$ cat src/rtl/sdram_copy_dma.sv
// sdram_copy_dma
//   Copies num_words words from src_addr to dest_addr through one Avalon-MM
//   master port. Reads are pipelined into a small read-data FIFO. Writes drain
//   that FIFO on the same port. When both kinds of command are possible, they
//   alternate.
//
// Ports
//   clk, rst_n               clock (rising edge) and asynchronous active-low reset
//   enable                   start request, sampled only while idle
//   src_addr, dest_addr      byte addresses, latched at start
//   num_words                transfer length in words, latched at start
//   copying                  high while the copy is running
//   done                     one-cycle pulse after the last write is accepted
//   master_*                 Avalon-MM master (address/read/write/writedata out,
//                            waitrequest/readdata/readdatavalid in)
module sdram_copy_dma #(
  parameter int DATA_W     = 32,
  parameter int ADDR_W     = 32,
  parameter int CNT_W      = 32,
  parameter int FIFO_DEPTH = 8
) (
  input  logic              clk,
  input  logic              rst_n,
  input  logic              enable,
  input  logic [ADDR_W-1:0] src_addr,
  input  logic [ADDR_W-1:0] dest_addr,
  input  logic [CNT_W-1:0]  num_words,
  output logic              copying,
  output logic              done,
  input  logic              master_waitrequest,
  output logic [ADDR_W-1:0] master_address,
  output logic              master_read,
  input  logic [DATA_W-1:0] master_readdata,
  input  logic              master_readdatavalid,
  output logic              master_write,
  output logic [DATA_W-1:0] master_writedata
);

  localparam int PTR_W = (FIFO_DEPTH > 1) ? $clog2(FIFO_DEPTH) : 1;
  localparam int OCC_W = $clog2(FIFO_DEPTH + 1);
  localparam int SUM_W = OCC_W + 1;
  localparam logic [ADDR_W-1:0] ADDR_STEP = ADDR_W'(DATA_W / 8);
  localparam logic [SUM_W-1:0]  DEPTH_C   = SUM_W'(FIFO_DEPTH);
  localparam logic [OCC_W-1:0]  OCC_ONE   = OCC_W'(1);
  localparam logic [PTR_W-1:0]  PTR_ONE   = PTR_W'(1);
  localparam logic [CNT_W-1:0]  CNT_ONE   = CNT_W'(1);

  typedef enum logic [1:0] {
    ST_IDLE = 2'd0,
    ST_RUN  = 2'd1,
    ST_DONE = 2'd2
  } state_t;

  state_t              state_q;
  logic                copying_q;
  logic                done_q;
  logic                rd_q;
  logic                wr_q;
  logic [ADDR_W-1:0]   addr_q;
  logic [DATA_W-1:0]   wdata_q;

  logic [ADDR_W-1:0]   rd_addr_q, rd_addr_d;
  logic [ADDR_W-1:0]   wr_addr_q, wr_addr_d;
  logic [CNT_W-1:0]    rd_left_q, rd_left_d;
  logic [CNT_W-1:0]    wr_left_q, wr_left_d;
  logic [OCC_W-1:0]    inflight_q, inflight_d;
  logic [OCC_W-1:0]    count_q, count_d;
  logic [PTR_W-1:0]    rptr_q, rptr_d;
  logic [PTR_W-1:0]    wptr_q, wptr_d;
  logic                last_wr_q, last_wr_d;

  logic [DATA_W-1:0]   mem [FIFO_DEPTH];

  logic                rd_acc;
  logic                wr_acc;
  logic                push;
  logic                hold;
  logic [SUM_W-1:0]    occ_sum;
  logic                rd_elig;
  logic                wr_elig;
  logic                pick_rd;
  logic                pick_wr;
  logic [DATA_W-1:0]   head;

  assign copying          = copying_q;
  assign done             = done_q;
  assign master_read      = rd_q;
  assign master_write     = wr_q;
  assign master_address   = addr_q;
  assign master_writedata = wdata_q;

  // Datapath next-state. Arbitration looks at the post-accept values, so a
  // new command can be issued on the edge that retires the previous one.
  always_comb begin
    rd_acc = rd_q & ~master_waitrequest;
    wr_acc = wr_q & ~master_waitrequest;
    hold   = (rd_q | wr_q) & master_waitrequest;
    // Stray responses (idle, or nothing outstanding) are dropped.
    push   = master_readdatavalid & (state_q == ST_RUN) & (inflight_q != '0);

    inflight_d = inflight_q;
    if (rd_acc && !push) begin
      inflight_d = inflight_q + OCC_ONE;
    end else if (!rd_acc && push) begin
      inflight_d = inflight_q - OCC_ONE;
    end

    count_d = count_q;
    if (push && !wr_acc) begin
      count_d = count_q + OCC_ONE;
    end else if (!push && wr_acc) begin
      count_d = count_q - OCC_ONE;
    end

    rd_left_d = rd_acc ? (rd_left_q - CNT_ONE) : rd_left_q;
    wr_left_d = wr_acc ? (wr_left_q - CNT_ONE) : wr_left_q;
    rd_addr_d = rd_acc ? (rd_addr_q + ADDR_STEP) : rd_addr_q;
    wr_addr_d = wr_acc ? (wr_addr_q + ADDR_STEP) : wr_addr_q;
    rptr_d    = wr_acc ? (rptr_q + PTR_ONE) : rptr_q;
    wptr_d    = push ? (wptr_q + PTR_ONE) : wptr_q;

    last_wr_d = last_wr_q;
    if (wr_acc) begin
      last_wr_d = 1'b1;
    end else if (rd_acc) begin
      last_wr_d = 1'b0;
    end

    // Credit rule: reserve a FIFO slot for every read still in flight.
    occ_sum = SUM_W'(count_d) + SUM_W'(inflight_d);
    rd_elig = (rd_left_d != '0) && (occ_sum < DEPTH_C);
    wr_elig = (count_d != '0);
    pick_wr = wr_elig && (!rd_elig || !last_wr_d);
    pick_rd = rd_elig && !pick_wr;

    // New FIFO head: if the stored entries are all being popped, the word
    // arriving this cycle becomes the head and is taken straight from the bus.
    if (count_q == OCC_W'(wr_acc)) begin
      head = master_readdata;
    end else begin
      head = mem[rptr_d];
    end
  end

  // Read-data buffer storage.
  always_ff @(posedge clk) begin
    if (push) begin
      mem[wptr_q] <= master_readdata;
    end
  end

  always_ff @(posedge clk or negedge rst_n) begin
    if (!rst_n) begin
      state_q    <= ST_IDLE;
      copying_q  <= 1'b0;
      done_q     <= 1'b0;
      rd_q       <= 1'b0;
      wr_q       <= 1'b0;
      addr_q     <= '0;
      wdata_q    <= '0;
      rd_addr_q  <= '0;
      wr_addr_q  <= '0;
      rd_left_q  <= '0;
      wr_left_q  <= '0;
      inflight_q <= '0;
      count_q    <= '0;
      rptr_q     <= '0;
      wptr_q     <= '0;
      last_wr_q  <= 1'b0;
    end else begin
      case (state_q)
        ST_IDLE: begin
          done_q <= 1'b0;
          rd_q   <= 1'b0;
          wr_q   <= 1'b0;
          if (enable) begin
            state_q   <= ST_RUN;
            copying_q <= 1'b1;
            rd_addr_q <= src_addr;
            wr_addr_q <= dest_addr;
            rd_left_q <= num_words;
            wr_left_q <= num_words;
            // Treat the start as if a write had just retired, so a read goes first.
            last_wr_q <= 1'b1;
          end
        end

        ST_RUN: begin
          rd_addr_q  <= rd_addr_d;
          wr_addr_q  <= wr_addr_d;
          rd_left_q  <= rd_left_d;
          wr_left_q  <= wr_left_d;
          inflight_q <= inflight_d;
          count_q    <= count_d;
          rptr_q     <= rptr_d;
          wptr_q     <= wptr_d;
          last_wr_q  <= last_wr_d;
          if (wr_left_d == '0) begin
            // Last write retired (or the copy was empty).
            state_q   <= ST_DONE;
            copying_q <= 1'b0;
            done_q    <= 1'b1;
            rd_q      <= 1'b0;
            wr_q      <= 1'b0;
          end else if (!hold) begin
            rd_q <= pick_rd;
            wr_q <= pick_wr;
            if (pick_rd) begin
              addr_q <= rd_addr_d;
            end else if (pick_wr) begin
              addr_q  <= wr_addr_d;
              wdata_q <= head;
            end
          end
        end

        ST_DONE: begin
          state_q <= ST_IDLE;
          done_q  <= 1'b0;
        end

        default: begin
          state_q   <= ST_IDLE;
          copying_q <= 1'b0;
          done_q    <= 1'b0;
          rd_q      <= 1'b0;
          wr_q      <= 1'b0;
        end
      endcase
    end
  end

endmodule
$ cat config.mk
export PLATFORM = sky130hd
export DESIGN_NAME = sdram_copy_dma
export DESIGN_NICKNAME = d
export VERILOG_FILES = /design/src/rtl/sdram_copy_dma.sv
export SDC_FILE = /design/constraint.sdc
export NUM_CORES = 1
export LEC_CHECK = 0
export CAP_MARGIN = 20
export CELL_PAD_IN_SITES_DETAIL_PLACEMENT = 0
export CELL_PAD_IN_SITES_GLOBAL_PLACEMENT = 1
export CORE_MARGIN = 5
export CORE_UTILIZATION = 43
export CTS_CLUSTER_SIZE = 14
export DETAILED_ROUTE_END_ITERATION = 8
export GPL_TIMING_DRIVEN = 0
export PLACE_DENSITY_LB_ADDON = 0.1
export SYNTH_ARGS = -nofsm -noshare
export SYNTH_HDL_FRONTEND = slang
export SYNTH_SLANG_ARGS = --single-unit
$ cat constraint.sdc
create_clock -name clk -period 4.9 [get_ports clk]
set_clock_uncertainty 0.15 [all_clocks]
set_input_delay 1.47 -clock clk [delete_from_list [all_inputs] [get_ports clk]]
set_output_delay 1.47 -clock clk [all_outputs]
set_load 0.02 [all_outputs]
Yosys cells after proc, flatten, opt, wreduce, memory -nomap -nowiden
Memories as Yosys holds them, arrays and structs flattened.
Index checks and enable logic that the tools add are counted.
W data, S select, Z words.
- bits in registers: 213
- RAM bits: 256
- input port bits: 133
- output and inout port bits: 68
- word-level logic and storage cells: 112
- memories: 1
- memory list (memory ; words ; bits a word ; read ports ; clocked after Yosys merged registers in ; wr ports ; RTL line ; RTL):
    mem ; 8 ; 32 ; 1 ; 0 ; 1 ; 72 ; logic [DATA_W-1:0] mem [FIFO_DEPTH];
- add/sub/neg operators: 11
- $lt $le $gt $ge: 1
- eq/ne operators: 6
- multiplexer cells: 38
- bitwise gates (word level): 11
- reductions and logical operators: 28
- operator list (operator ; number):
    $mux W32 ; 10
    $pmux W32 S2 ; 4
    $add A32 B3 Y32 const B ; 2
    $sub A32 B1 Y32 const B ; 2
    $logic_not A32 Y1 ; 1
    $reduce_bool A32 Y1 ; 1
    $mux W4 ; 4
    $mux W1 ; 12
    $add A4 B1 Y4 const B ; 2
    $reduce_and A2 Y1 ; 4
    $reduce_bool A4 Y1 ; 2
    $sub A4 B1 Y4 const B ; 2
    $logic_and A1 B1 Y1 ; 7
    $add A3 B1 Y3 const B ; 2
    $logic_not A1 Y1 ; 6
    $pmux W1 S2 ; 3
    $add A4 B4 Y5 ; 1
    $and A1 B1 Y1 ; 5
    $lt A5 B4 Y1 const B ; 1
    $not A1 Y1 ; 5
    $reduce_and A5 Y1 ; 1
    $eq A4 B1 Y1 ; 1
    $mux W2 ; 2
    $pmux W2 S2 ; 1
    13 further kinds ; 14

Logic depth before layout (Yosys ltp)
Gate-level depths: netlist of the first run.
- depth in word-level cells: 18
- gate-level depth with buffers: 18
- gate-level depth less buffers: 15

Worst setup path after synthesis of the first run
OpenSTA, ideal clock, no wires.
- path kind: in2reg
- start: input port master_readdatavalid
- end: memory mem[2][0] (enable)
- library setup time: 0.513 ns
- arrival: 5.167 ns
- data required time: 4.237 ns
- path slack: -0.930 ns
- stages on the path: 3
- path buffers: 1
- cell sequence: nand3_1 clkbuf_1 nor4b_1
- word-level cells in the longest chain between the ends: 4
- RTL lines (what ; RTL line ; RTL):
    from (decl) ; 34 ; input logic master_readdatavalid,
    $and A1 B1 Y1 (2 in series) ; 99 ; push = master_readdatavalid & (state_q == ST_RUN) & (inflight_q != '0);
    $mux W1 ; 147 ; if (push) begin
    $mux W1 (not written as such) ; 148 ; mem[wptr_q] <= master_readdata;
    to (decl) ; 72 ;
No other way between the ends.

Final worst setup path of the first run
- start: input port master_waitrequest
- end: register wdata_q[31] (netlist: master_writedata[31])
- word-level cells in the longest chain between the ends: 16
- elaborated cells between the ends (all ways): 38
- classes of those cells: add/sub: 1; order compare: 1; eq/ne: 1; mux: 10; bitwise: 7; reduce/logical: 17; memory: 1
- RTL lines (what ; RTL line ; RTL):
    from (decl) ; 30 ; input logic master_waitrequest,
    $not A1 Y1 ; 95, 96 ;
    $and A1 B1 Y1 ; 95 ; rd_acc = rd_q & ~master_waitrequest;
    $logic_not A1 Y1 ; 104 ; end else if (!rd_acc && push) begin
    $logic_and A1 B1 Y1 ; 104 ;
    $mux W4 ; 104 ;
    $mux W4 ; 102 ; if (rd_acc && !push) begin
    $add A4 B4 Y5 ; 130 ; occ_sum = SUM_W'(count_d) + SUM_W'(inflight_d);
    $lt A5 B4 Y1 ; 131 ; rd_elig = (rd_left_d != '0) && (occ_sum < DEPTH_C);
    $logic_and A1 B1 Y1 ; 131 ;
    $logic_not A1 Y1 ; 133 ; pick_wr = wr_elig && (!rd_elig || !last_wr_d);
    $logic_or A1 B1 Y1 ; 133 ;
    $logic_and A1 B1 Y1 ; 133 ;
    $logic_not A1 Y1 ; 134 ; pick_rd = rd_elig && !pick_wr;
    $logic_and A1 B1 Y1 ; 134 ;
    $not A1 Y1 (no source line) ; - ;
    $reduce_and A5 Y1 (no source line) ; - ;
    to (signal assigned) ; 160 ; wdata_q <= '0;
    to (signal assigned) ; 212 ; wdata_q <= head;
    to (decl) ; 60 ; logic [DATA_W-1:0] wdata_q;
Several ways; a longest one is shown, not always the timed one.
A chain may end at the register's enable or synchronous reset.

==> out/results.tsv, run 1 <==
stage	metric	value	unit
status	outcome	completed	
synthesis	syn_nets	2047	
sta	Tmin final	4.79	ns
finish	non-filler instance count after layout	2936	
finish	Filler cells	4704	
floorplan	die height	242	um
placement	RD Place Congestion	0.923	
job	max cap viols	0	
sta	slew margin rel.	0.221	
synthesis	top-count cell post-synth	edfxtp_1	
synthesis	sequential-to-total area share from yosys stat	0.561	
grt	GRT Total Usage	0.250	
worst_setup_path	worst-path maximum fanout	10	
sta	Slew @ Worst Pin	1.17	ns
grt	gr ovfl total	0	
power_and_ir_drop	maximum vdd drop	0.388	mV
placement	Setup WS pre-CTS	-1.84	ns
drt	via count	17400	
clock_network	hold buffer count at cts	0	
clock_network	CTS clk-pin slew, worst paths	0.06	ns
placement	input/output buffers	199	
worst_setup_path	slowest cell delay on critical path	0.59	ns
synthesis	area fraction of the dominant cell type after synthesis	0.331	
synthesis	Yosys cell types	87	
min_path	Min-Delay Path Class	flop to flop	
synthesis	Syn Area/Cell	12.2	um2
finish	final net count	2341	
clock_network	TritonCTS Buffers	53	
worst_setup_path	CP dominant cell by count	buf_4	
sta	period utilisation layout	0.977	
sta	setup violators final	0	
drt	DRT iter0 DRCs	1699	
synthesis	Synth Instances	1901	
clock_network	maximum root-to-sink buffer count	3	
sta	Total Negative Setup Slacks	0	ns
drt	Pre-Repair DR Iteration Count	7	
clock_network	CTS H-tree depth	2	
synthesis	Post-synth ARST share	0.454	
worst_setup_path	crit path DAT	5.12	ns
grt	antenna violations before repair	1	
clock_network	CTS tree	yes	
clock_network	clk_lat worst skew	0.61	ns
drt	vias per std cell	5.91	
sta	Hold Fails Final Rpt	0	
synthesis	synthesized flop and latch total	469	
clock_network	Sink Count	469	
worst_setup_path	CP max-delay cell	or4_1	
synthesis	main area contributors after synthesis	edfxtp_1 33%, dfrtp_1 23%, mux4_2 6.2%, mux2i_1 3.8%, a21oi_1 3.3%	
floorplan	core area	53600	um2
clock_network	Root Buffer	clkbuf_16	
synthesis	cell taking the most area after synthesis	edfxtp_1	
finish	layout cells sized above 1	0.132	
sta	RSZ-0062 raised after global routing	false	
grt	largest net degree at the start of global routing	87	
synthesis	most frequent cells after synthesis	256 x edfxtp_1, 213 x dfrtp_1, 156 x nor2_1, 151 x a21oi_1, 90 x clkbuf_1	
worst_setup_path	crit path kind	primary input to flop	
finish	Ant. Diodes	0	
sta	Max Fclk	0.209	GHz
worst_setup_path	crit path launch	master_waitrequest	
finish	synthesis-to-layout area growth	23.2	%
worst_setup_path	CP required	5.23	ns
synthesis	Primary FF master, synth	edfxtp_1	
sta	final worst slack	0.111	ns
worst_setup_path	r2r startpoint	wr_left_q[8]$_DFFE_PN0P_	
power_and_ir_drop	Cell Pwr Density	598	nW/um2
floorplan	Initial Utilization	0.433	
placement	placed cells	2823	
floorplan	I/O pin count	201	
floorplan	num rows	85	
placement	placed cell area	26500	um2
sta	Final Max Tran Viols	0	
synthesis	Syn Std Cell Area	23200	um2
drt	Post-DRT Antenna Nets	0	
synthesis	Yosys warnings	0	
drt	total routed wirelength	75500	um
min_path	Worst Hold Launch	master_writedata[9]$_DFFE_PN0P_	
floorplan	full die area	58700	um2
grt	vias in the first global route	17200	
worst_setup_path	Crit. End Element	flop	
worst_setup_path	critical-path cell list	dlygate4sd2_1, clkbuf_8, nor2b_1, buf_4, nand4_1, buf_4, o31ai_1, o31ai_1, or4_1, nor4b_4, buf_4, nor3_1, and4b_1, buf_6, buf_6, mux2_4	
drt	DRC Markers	0	
drt	drt wl/cell	25.7	um
grt	first-pass GRT wire length	112000	um
power_and_ir_drop	Lkg Pwr	10.6	nW
synthesis	EDFF count, synth	256	
placement	hpwl dp	52500	um
floorplan	die width	242	um
worst_setup_path	CP Launch Type	primary input	
finish	final instance area	28600	um2
==> sequential cells by signal (all words and copies together) (netlist names) <==
signal            cells
copying               1
count_q               4
done                  1
inflight_q            4
last_wr_q             1
master_address       32
master_read           1
master_write          1
master_writedata     32
mem                 256
rd_addr_q            32
rd_left_q            32
rptr_q                3
state_q               2
wptr_q                3
wr_addr_q            32
wr_left_q            32
==> cells by family after synthesis <==
logic type / Yosys count / share of synthesized area
AO/OA/AOI/OAI: 426 / 0.115
flip-flops: 469 / 0.561
AND/OR/NAND/NOR: 517 / 0.116
XOR/XNOR: 93 / 0.0351
buffers and inverters: 167 / 0.0298
adder cells (fa/ha/maj): 13 / 0.00701
multiplexers: 216 / 0.136
==> area by class of cell <==
type,count,area (um2),area share
Clock buffer,72,1440,0.0503
Multi-Input combinational cell,1265,9680,0.339
Buffer,125,566,0.0198
Timing Repair Buffer,239,2480,0.0867
Tap cell,696,871,0.0305
Clock inverter,28,362,0.0127
Inverter,42,158,0.00552
Sequential cell,469,13000,0.456
==> stage by stage <==
step / hold WS [ns] / total power [mW] / util
CTS: 0.337 / 17.2 / 0.532
detailed placement: 0.324 / 13.0 / 0.495
floorplan: 0.314 / 10.5 / -
finish: 0.330 / 17.1 / 0.533
global placement: 0.323 / 12.7 / 0.486
global route: 0.356 / 18.0 / 0.533
==> placed cells by master, fill, tap and decap left out, types with 31 or more instances in the layout <==
cell type / instances
clkbuf_16: 53
mux4_2: 64
nor3_1: 39
nand3_1: 54
inv_1: 41
a31oi_1: 33
clkbuf_1: 99
mux2i_1: 89
xor2_1: 31
nand2_1: 88
edfxtp_1: 256
o21ai_0: 83
a21oi_1: 151
dfrtp_1: 213
o22a_1: 33
nor2_1: 153
xnor2_1: 61
clkdlybuf4s50_1: 197
==> routing by layer <==
| metal | vias to the layer above | share of wire | global-route usage |
|---|---|---|---|
| li1 | 7802 | - | - |
| met1 | 8677 | 0.43 | 0.344 |
| met2 | 739 | 0.47 | 0.401 |
| met3 | 135 | 0.068 | 0.0471 |
| met4 | 2 | 0.034 | 0.0885 |
| met5 | - | 0.00017 | 0 |
==> worst max-delay path, delay by kind of cell <==
kind	cells	cell delay (ns)
and+or+nand+nor	6	1.47
buffers and inverters	7	1.49
muxes	1	0.32
AOI/OAI and AO/OA	2	0.36
==> power breakdown <==
| group | internal [mW] | switching, mW |
|---|---|---|
| Clock | 2.44 | 1.68 |
| Sequential | 5.04 | 0.571 |
| Combinational | 3.56 | 3.80 |
==> path summary, 6_finish.rpt <==
check | slack, ns | to | cells past startpoint
max | 0.11 | master_writedata[31]$_DFFE_PN0P_ | 16
min | 0.33 | master_writedata[9]$_DFFE_PN0P_ | 1
max reg2reg | 0.34 | master_writedata[31]$_DFFE_PN0P_ | 12
min reg2reg | 0.33 | master_writedata[9]$_DFFE_PN0P_ | 1
max in group asynchronous | 2.68 | master_writedata[31]$_DFFE_PN0P_ | 3
min in group asynchronous | 0.63 | wr_left_q[22]$_DFFE_PN0P_ | 1
==> what timing repair did <==
| action | CTS | global route |
|---|---|---|
| endpoints found under the setup margin | 71 | 27 |
| setup buffers | 12 | 0 |
| gates resized for setup | 32 | 4 |
| pin swaps | 9 | 0 |
(Power assumes the default switching activity.)
==> run 2: changes to the inputs <==
Settings changed: CORE_MARGIN 5 to 1.
==> run 2 against run 1 <==
- the run now ends with DRC left
- sequential share of layout area rose by 0.13 points
- worst setup slack got worse by 0.049 ns
- global-route usage is 2.5 points higher
- routed wire length shrank 0.64%
- critical path depth is 3 lower
- final cell count down 0.37%
- largest cell class unchanged
- largest power group unchanged
==> out/results.tsv, run 2 (synthesis gave the netlist of run 1 again) <==
stage	metric	value	unit	change
status	outcome	finished with violations		was completed
status	failing checks	DRC		
worst_setup_path	Crit. End Element	flop		unchanged
sta	period utilisation layout	0.987		was 0.977
placement	Setup WS pre-CTS	-1.98	ns	was -1.84 ns
power_and_ir_drop	maximum vdd drop	0.393	mV	was 0.388 mV
finish	commonest non-fill, non-tap cell in the layout	edfxtp_1		unchanged
worst_setup_path	crit path kind	primary input to flop		unchanged
drt	Post-DRT Antenna Nets	0		unchanged
drt	drt wl/cell	25.6	um	was 25.7 um
worst_setup_path	worst-path maximum fanout	10		unchanged
drt	total routed wirelength	75000	um	was 75500 um
finish	non-filler instance count after layout	2925		was 2936
finish	most frequent cells in the layout	256 x edfxtp_1, 213 x dfrtp_1, 197 x clkdlybuf4s50_1		unchanged
power_and_ir_drop	logic gate share of total power	0.435		was 0.431
placement	input/output buffers	199		unchanged
grt	vias in the first global route	17200		about the same
drt	vias per std cell	5.94		was 5.91
finish	Most flops, register	mem		unchanged
drt	DRC Markers	16		was 0
power_and_ir_drop	switch share	0.354		about the same
power_and_ir_drop	Switch Pwr	6.00	mW	was 6.05 mW
placement	RD Place Congestion	0.925		was 0.923
power_and_ir_drop	cell internal pwr	10.9	mW	was 11.0 mW
grt	antenna violations before repair	1		unchanged
clock_network	Root Buffer	clkbuf_16		unchanged
job	max cap viols	0		unchanged
power_and_ir_drop	Lkg Pwr	10.6	nW	about the same
clock_network	CTS tree	yes		unchanged
power_and_ir_drop	overall power	16.9	mW	was 17.1 mW
sta	final worst slack	0.0629	ns	was 0.111 ns
floorplan	num rows	84		was 85
worst_setup_path	CP Launch Type	primary input		unchanged
sta	Tmin final	4.84	ns	was 4.79 ns
clock_network	maximum root-to-sink buffer count	3		unchanged
grt	first-pass GRT wire length	111000	um	was 112000 um
power_and_ir_drop	Clk pwr share	0.234		was 0.241
floorplan	I/O pin count	201		unchanged
drt	Pre-Repair DR Iteration Count	8		was 7
finish	Largest register FFs	256		unchanged
finish	Filler cells	4645		was 4704
worst_setup_path	crit path DAT	5.19	ns	was 5.12 ns
clock_network	clk_lat worst skew	0.63	ns	was 0.61 ns
floorplan	full die area	54900	um2	was 58700 um2
clock_network	CTS clk-pin slew, worst paths	0.06	ns	about the same
drt	via count	17400		about the same
finish	Ant. Diodes	0		unchanged
sta	Min Hold Slack	0.338	ns	was 0.330 ns
sta	slew margin rel.	0.172		was 0.221
floorplan	die height	234	um	was 242 um
finish	final instance area	28500	um2	was 28600 um2
finish	final net count	2341		unchanged
clock_network	CTS H-tree depth	2		unchanged
placement	placed cell area	26500	um2	about the same
grt	GRT Total Usage	0.275		was 0.250
clock_network	TritonCTS Buffers	51		was 53
power_and_ir_drop	sequential share of power	0.331		was 0.328
floorplan	Initial Utilization	0.438		was 0.433
sta	setup violators final	0		unchanged
sta	RSZ-0062 raised after global routing	false		unchanged
drt	DRT iter0 DRCs	1657		was 1699
floorplan	core area	53000	um2	was 53600 um2
finish	synthesis-to-layout area growth	22.8	%	was 23.2%
sta	Slew @ Worst Pin	1.24	ns	was 1.17 ns
sta	Max Fclk	0.207	GHz	was 0.209 GHz
placement	hpwl dp	52200	um	was 52500 um
sta	Total Negative Setup Slacks	0	ns	unchanged
power_and_ir_drop	Cell Pwr Density	594	nW/um2	was 598 nW/um2
worst_setup_path	CP required	5.25	ns	was 5.23 ns
min_path	Min-Delay Path Class	flop to flop		unchanged
finish	layout cells sized above 1	0.132		about the same
sta	Final Max Tran Viols	0		unchanged
sta	Hold Fails Final Rpt	0		unchanged
placement	placed cells	2817		was 2823
finish	Final Core Density	0.538		was 0.533
clock_network	Sink Count	469		unchanged
grt	gr ovfl total	0		unchanged
floorplan	die width	234	um	was 242 um
grt	largest net degree at the start of global routing	93		was 87
## run 2: cell count changes in the layout (fill, tap and decap cells not counted), moves of 2 or more
| cell | before | now |
|---|---|---|
| buf_8 | 11 | 7 |
| buf_6 | 20 | 24 |
| buf_2 | 10 | 8 |
| bufinv_16 | 7 | 4 |
| inv_6 | 2 | 0 |
| clkbuf_8 | 5 | 10 |
| clkinvlp_4 | 2 | 0 |
## run 2: layer usage
layer | global-route usage | part of all wire
met1 | 0.371 | 0.43
met5 | 0 | 0.00017
met3 | 0.0468 | 0.067
met4 | 0.0911 | 0.029
met2 | 0.450 | 0.48
## run 2: final cells by class
type | count | area [um2] | area share
flip-flops and latches | 469 | 13000 | 0.457
multi-input cells | 1265 | 9680 | 0.340
repair buffers | 242 | 2480 | 0.0872
clock buffers | 76 | 1480 | 0.0520
well taps | 688 | 861 | 0.0302
plain buffers | 124 | 573 | 0.0201
clock inverters | 19 | 230 | 0.00808
inverters | 42 | 158 | 0.00553
## run 2: timing repair
item / in CTS / in global routing
hold buffers: 0 / 0
setup buffers: 14 / 0
endpoints found under the setup margin: 71 / 61
pin swaps: 8 / 0
resized for setup: 33 / 8
hold endpoints to repair: 0 / 0
## run 2: worst paths after layout
path,from,to,slack (ns),cells after the start
max in group asynchronous,rst_n,master_writedata[19]$_DFFE_PN0P_,3.08,2
setup / recovery,master_waitrequest,master_writedata[19]$_DFFE_PN0P_,0.06,13
hold reg to reg,master_writedata[9]$_DFFE_PN0P_,master_writedata[9]$_DFFE_PN0P_,0.34,1
setup reg to reg,wr_left_q[8]$_DFFE_PN0P_,master_writedata[19]$_DFFE_PN0P_,0.30,12
hold / removal,master_writedata[9]$_DFFE_PN0P_,master_writedata[9]$_DFFE_PN0P_,0.34,1
min in group asynchronous,rst_n,wr_left_q[18]$_DFFE_PN0P_,0.61,1
## run 2: power groups by stage
| stage | clock network, mW | registers [mW] | logic, mW |
|---|---|---|---|
| after detailed placement | 0 | 5.65 | 7.26 |
| final | 3.97 | 5.61 | 7.37 |
| after CTS | 4.03 | 5.59 | 7.44 |
| after floorplan | 0 | 5.82 | 4.69 |
| after global routing | 4.18 | 5.69 | 7.95 |
| after global placement | 0 | 5.66 | 7.06 |
## run 2: worst max-delay path, stage by stage
cell           delay (ns)
dlygate4sd2_1        0.32
or4b_4               0.61
or4_1                0.48
o31a_1               0.14
a2111oi_2            0.43
nand4_1              0.20
nor4b_4              0.31
buf_4                0.21
a21oi_4              0.11
and4b_2              0.25
buf_6                0.16
buf_8                0.17
mux2_4               0.30
